==> src/rtl/nes_pad_poller.sv <==
// Serial poller for NES/SNES game pads: shared latch and pad clock, one data line per pad.
// Produces frame-debounced button vectors, a per-poll valid strobe and press-edge flags.
module nes_pad_poller #(
  parameter int unsigned NUM_PADS    = 2,
  parameter int unsigned BITS        = 8,
  parameter int unsigned HALF_PERIOD = 300,
  parameter int unsigned POLL_PERIOD = 0
) (
  input  logic                     clock_i,
  input  logic                     reset_i,
  input  logic                     poll_req_i,
  input  logic [NUM_PADS-1:0]      data_in_i,
  output logic                     latch_o,
  output logic                     pad_clock_o,
  output logic                     busy_o,
  output logic [NUM_PADS*BITS-1:0] buttons_o,
  output logic [NUM_PADS*BITS-1:0] pressed_o,
  output logic                     valid_o
);

  localparam int unsigned W    = NUM_PADS * BITS;
  localparam int unsigned PhW  = $clog2(2 * HALF_PERIOD);
  localparam int unsigned IdxW = (BITS > 1) ? $clog2(BITS) : 1;

  localparam logic [PhW-1:0]  LatchLast = PhW'(2 * HALF_PERIOD - 1);
  localparam logic [PhW-1:0]  HalfLast  = PhW'(HALF_PERIOD - 1);
  localparam logic [IdxW-1:0] BitLast   = IdxW'(BITS - 1);

  typedef enum logic [2:0] {StIdle, StLatch, StBitLo, StBitHi, StDone} state_e;

  state_e              state_q, state_d;
  logic [PhW-1:0]      phase_q, phase_d;
  logic [IdxW-1:0]     idx_q, idx_d;
  logic [W-1:0]        shadow_q, shadow_d, shifted;
  logic [W-1:0]        buttons_q, pressed_q;
  logic                valid_q;
  logic [NUM_PADS-1:0] sync1_q, sync2_q;
  logic                pending_q, pending_d;
  logic                tick, start, sample, done;

  // Each pad field shifts right; after BITS samples the first bit lands in bit 0.
  for (genvar p = 0; p < NUM_PADS; p++) begin : g_pad
    assign shifted[p*BITS +: BITS] = {~sync2_q[p], shadow_q[p*BITS+1 +: BITS-1]};
  end

  if (POLL_PERIOD > 0) begin : g_auto
    localparam int unsigned PollW = (POLL_PERIOD > 1) ? $clog2(POLL_PERIOD) : 1;
    logic [PollW-1:0] poll_cnt_q, poll_cnt_d;

    assign tick       = (poll_cnt_q == PollW'(POLL_PERIOD - 1));
    assign poll_cnt_d = tick ? '0 : poll_cnt_q + PollW'(1);

    always_ff @(posedge clock_i) begin
      if (reset_i) poll_cnt_q <= '0;
      else         poll_cnt_q <= poll_cnt_d;
    end
  end else begin : g_no_auto
    assign tick = 1'b0;
  end

  always_comb begin
    state_d  = state_q;
    idx_d    = idx_q;
    start    = 1'b0;
    sample   = 1'b0;
    unique case (state_q)
      StIdle: begin
        if (poll_req_i || pending_q || tick) begin
          state_d = StLatch;
          start   = 1'b1;
        end
      end
      StLatch: begin
        if (phase_q == LatchLast) begin
          state_d = StBitLo;
          idx_d   = '0;
        end
      end
      StBitLo: begin
        if (phase_q == HalfLast) begin
          sample  = 1'b1;
          state_d = (idx_q == BitLast) ? StDone : StBitHi;
        end
      end
      StBitHi: begin
        if (phase_q == HalfLast) begin
          state_d = StBitLo;
          idx_d   = idx_q + IdxW'(1);
        end
      end
      StDone: begin
        // A queued poll chains straight into the next scan; poll_req is dropped here.
        if (pending_q || tick) begin
          state_d = StLatch;
          start   = 1'b1;
        end else begin
          state_d = StIdle;
        end
      end
      default: state_d = StIdle;
    endcase

    if ((state_d != state_q) || (state_q == StIdle) || (state_q == StDone)) begin
      phase_d = '0;
    end else begin
      phase_d = phase_q + PhW'(1);
    end

    shadow_d = sample ? shifted : shadow_q;
    done     = sample && (idx_q == BitLast);

    pending_d = pending_q;
    if (start) begin
      pending_d = 1'b0;
    end else if (tick && (state_q != StIdle)) begin
      pending_d = 1'b1;
    end
  end

  always_ff @(posedge clock_i) begin
    if (reset_i) begin
      state_q   <= StIdle;
      phase_q   <= '0;
      idx_q     <= '0;
      shadow_q  <= '0;
      buttons_q <= '0;
      pressed_q <= '0;
      valid_q   <= 1'b0;
      sync1_q   <= '0;
      sync2_q   <= '0;
      pending_q <= 1'b0;
    end else begin
      state_q   <= state_d;
      phase_q   <= phase_d;
      idx_q     <= idx_d;
      shadow_q  <= shadow_d;
      sync1_q   <= data_in_i;
      sync2_q   <= sync1_q;
      pending_q <= pending_d;
      valid_q   <= done;
      pressed_q <= done ? (shadow_d & ~buttons_q) : '0;
      if (done) buttons_q <= shadow_d;
    end
  end

  assign latch_o     = (state_q == StLatch);
  assign pad_clock_o = (state_q == StBitHi);
  assign busy_o      = (state_q != StIdle);
  assign buttons_o   = buttons_q;
  assign pressed_o   = pressed_q;
  assign valid_o     = valid_q;

endmodule
==> config.mk <==
export PLATFORM = sky130hd
export DESIGN_NAME = nes_pad_poller
export DESIGN_NICKNAME = d
export VERILOG_FILES = /design/src/rtl/nes_pad_poller.sv
export SDC_FILE = /design/constraint.sdc
export NUM_CORES = 1
export LEC_CHECK = 0
export ABC_CLOCK_PERIOD_IN_PS = 2400
export CORE_MARGIN = 1.5
export CORE_UTILIZATION = 61
export DETAILED_ROUTE_END_ITERATION = 7
export DONT_BUFFER_PORTS = 1
export PLACE_DENSITY = 0.77
export SYNTH_ARGS = -nofsm -noshare
export SYNTH_HDL_FRONTEND = slang
export SYNTH_SLANG_ARGS = --single-unit
==> constraint.sdc <==
create_clock -name clock_i -period 2.4 [get_ports clock_i]
set_input_delay 0.6 -clock clock_i [delete_from_list [all_inputs] [get_ports clock_i]]
set_output_delay 0.6 -clock clock_i [all_outputs]
set_load 0.02 [all_outputs]
==> run summary, run 1 <==
Status -> completed
Commonest non-fill, non-tap cells in the layout -> dfxtp_1 (67), nand2_1 (36), a21oi_1 (18)
Antenna violations before repair -> 0
Nature of the critical path startpoint -> register
Post-Route Utilization -> 68.5%
Via count -> 1750
Hold buffers post-CTS -> 0
Syn Nets -> 264
First-pass GRT wire length -> 7420 um
Layout cell share with drive strength beyond 1 -> 12.6%
Mux cell area share after synthesis -> 4.74%
Antenna Cells -> 0
GRT Overall Usage -> 22.4%
F_max -> 0.464 GHz
Die Span X -> 67.5 um
DR WL/cell -> 14.3 um
Netlist Area Pre-Place -> 2530 um^2
Row count -> 23
Leak pwr -> 0.00106 uW
Worst Tran Pin Value -> 572 ps
HP Class -> primary input to register
# H-tree levels -> 3
Worst-skew pair later-pin latency -> 330 ps
Cells after synthesis -> 256
R2r worst-path depth -> 5
Drt first pass iters -> 4
VDD IR max -> 0.000512 V
Post-Synth XOR/XNOR Area -> 2.77%
Unrepaired setup endpoints after global routing -> false
Post-CTS setup buffers -> 0
CTS buffer count -> 9
Hold WS -> 331 ps
Vias per Instance -> 5.61
IO Port Bufs -> 0
Dpl hpwl -> 2820 um
Period minus WS final -> 2160 ps
Synthesized area per cell -> 9.90 um^2
Distinct cells, synth -> 41
Inst Count DP -> 298
Final nets -> 267
Die H -> 67.5 um
Post-synthesis sequential area ratio -> 52.9%
Vias in the first global route -> 1562
Worst-path clk slew -> 60 ps
Main combinational cell family by area after synthesis -> simple AND/OR/NAND/NOR gates
1st-iter DRT viols -> 90
Worst Setup End Kind -> register
Final WL -> 4460 um
Hold Crit Depth -> 1
Critical path required time -> 2650 ps
Detail Route Antenna Nets -> 0
Power consumption -> 2040 uW
Overflow after GRT -> 0
TNS Setup -> 0 ps
Setup violators final -> 0
Commonest non-fill, non-tap cell in the layout -> dfxtp_1
Synth Area in Compound Gates -> 6.32%
Final Hold Viols -> 0
I/O Pins -> 41
Post-route DRC violation count -> 0
Yosys synthesis warning count -> 0
Die area -> 4550 um^2
Core ar. -> 4000 um^2
Pin count of the biggest net entering global routing -> 46
Clock Sinks -> 67
Final Non-Filler Cells -> 312
Clk buf depth -> 2
Area Growth Syn to Fin -> 8.20%
Yosys reg bits -> 67
Routability cong. -> 0.870
Initial core utilization -> 63.3%
Critical path fanouts, max -> 18
Rel. slew slack -> 61.8%
Max Cap Violations -> 0
Pwr dens -> 742 nW/um^2
CTS tree -> built
Worst EP arrival -> 2410 ps
Crit share post-route -> 89.9%
Simple-gate share of the synthesized area -> 27.8%
Pins Over Slew Limit -> 0
Root Driver -> clkbuf_8
CP Class -> register to register
Synth Area in Adders -> 1.48%
Skew final -> 3.97 ps
-- final timing paths --
check | from | to | slack (ps)
worst max-delay path | phase_q[0] | pressed_o[3] | 240
worst min-delay path | reset_i | sync1_q[0] | 330
worst max register to register | phase_q[0] | pressed_o[3] | 240
worst min register to register | sync1_q[1] | sync2_q[1] | 440
-- layout make-up --
| cell class | instances | area, um^2 |
|---|---|---|
| Sequential cell | 67 | 1340 |
| Multi-Input combinational cell | 170 | 1090 |
| Inverter | 5 | 18.8 |
| Tap cell | 50 | 62.6 |
| Clock buffer | 11 | 141 |
| Timing Repair Buffer | 6 | 45.0 |
| Clock inverter | 3 | 40.0 |
| Fill cell | 330 | 1260 |
-- critical path, stage by stage (launching register included) --
cell      delay, ps
dfxtp_1         410
ha_1            310
and4bb_2        270
nand4_1         110
or3b_2          710
nor3b_1         260
-- cells in the mapped netlist (all sizes together) --
cell	count	area [um^2]
nor2	15	56.3
o32ai	2	17.5
ha	3	37.5
nand4b	1	8.76
and3	2	12.5
nor2b	5	31.3
o31a	1	8.76
buf	5	47.5
nor4	1	6.26
xor2	7	61.3
nand3	6	30.0
a31oi	1	6.26
nand2	36	135
nand2b	4	25.0
nor3b	20	180
a21boi	1	7.51
or2	2	12.5
and3b	1	8.76
and4b	1	10.0
mux2i	12	120
and4	2	17.5
or3b	2	17.5
a41oi	1	8.76
xnor2	1	8.76
nand4	8	50.1
and4bb	2	25.0
inv	5	18.8
and2b	1	7.51
a21oi	18	90.1
nor4bb	1	10.0
o31ai	1	7.51
nor3	10	60.1
dfxtp	67	1340
clkbuf	9	33.8
o41ai	1	8.76
o21ai	1	5.00
-- report_power, final --
| group | internal, uW | switching, uW |
|---|---|---|
| Clock | 493 | 383 |
| Sequential | 1120 | 9.17 |
| Combinational | 14.9 | 16.1 |
| Total | 1630 | 408 |
-- per-layer routing --
metal,part of all wire [%],vias up,routed length (um),GRT usage [%]
li1,-,890,-,-
met1,46,819,2050,28.3
met2,48,32,2130,33.9
met3,4.2,9,189,8.50
met4,1.8,0,80,10.5
met5,0,-,0,0
-- sequential cells by signal, indices dropped and copies added, names as in the netlist --
register   flops
sync2_q        2
buttons_o     16
state_q        3
pressed_o     16
idx_q          3
valid_o        1
sync1_q        2
shadow_q      14
phase_q       10
-- per-stage QoR --
step	cell area (um^2)	setup WS, ps
global placement	2560	267
floorplan	2530	415
CTS	2740	168
global route	2740	36.6
finish	2740	243
detailed placement	2560	185
-- cell families (layout without fill, tap and decap cells) --
| kind of cell | after synthesis | count (layout) |
|---|---|---|
| AOI/OAI and AO/OA | 27 | 27 |
| xor gates and xnor gates | 8 | 8 |
| adders and majority gates | 3 | 3 |
| buffers and inverters | 19 | 25 |
| DFF | 67 | 67 |
| muxes | 12 | 12 |
| and+or+nand+nor | 120 | 120 |
-- what timing repair did --
item                       CTS  global route
gates resized for setup      0             1
hold endpoints to repair     0             0
setup endpoints to repair    0             2
Power figures use the tool's default switching activity.
==> run 2: changes to the inputs <==
--- a/config.mk
+++ b/config.mk
@@ -6,6 +6,7 @@
 export NUM_CORES = 1
 export LEC_CHECK = 0
 export ABC_CLOCK_PERIOD_IN_PS = 2400
+export CAP_MARGIN = 15
 export CORE_MARGIN = 1.5
 export CORE_UTILIZATION = 61
 export DETAILED_ROUTE_END_ITERATION = 7
==> results of run 2 <==
Same layout as run 1: the final DEF is identical, and so are final timing and power.
==> run 3: changes to the inputs <==
--- a/config.mk
+++ b/config.mk
@@ -6,7 +6,6 @@
 export NUM_CORES = 1
 export LEC_CHECK = 0
 export ABC_CLOCK_PERIOD_IN_PS = 2400
-export CAP_MARGIN = 15
 export CORE_MARGIN = 1.5
 export CORE_UTILIZATION = 61
 export DETAILED_ROUTE_END_ITERATION = 7
==> results of run 3 <==
Same layout as run 1: the final DEF is identical, and so are final timing and power.
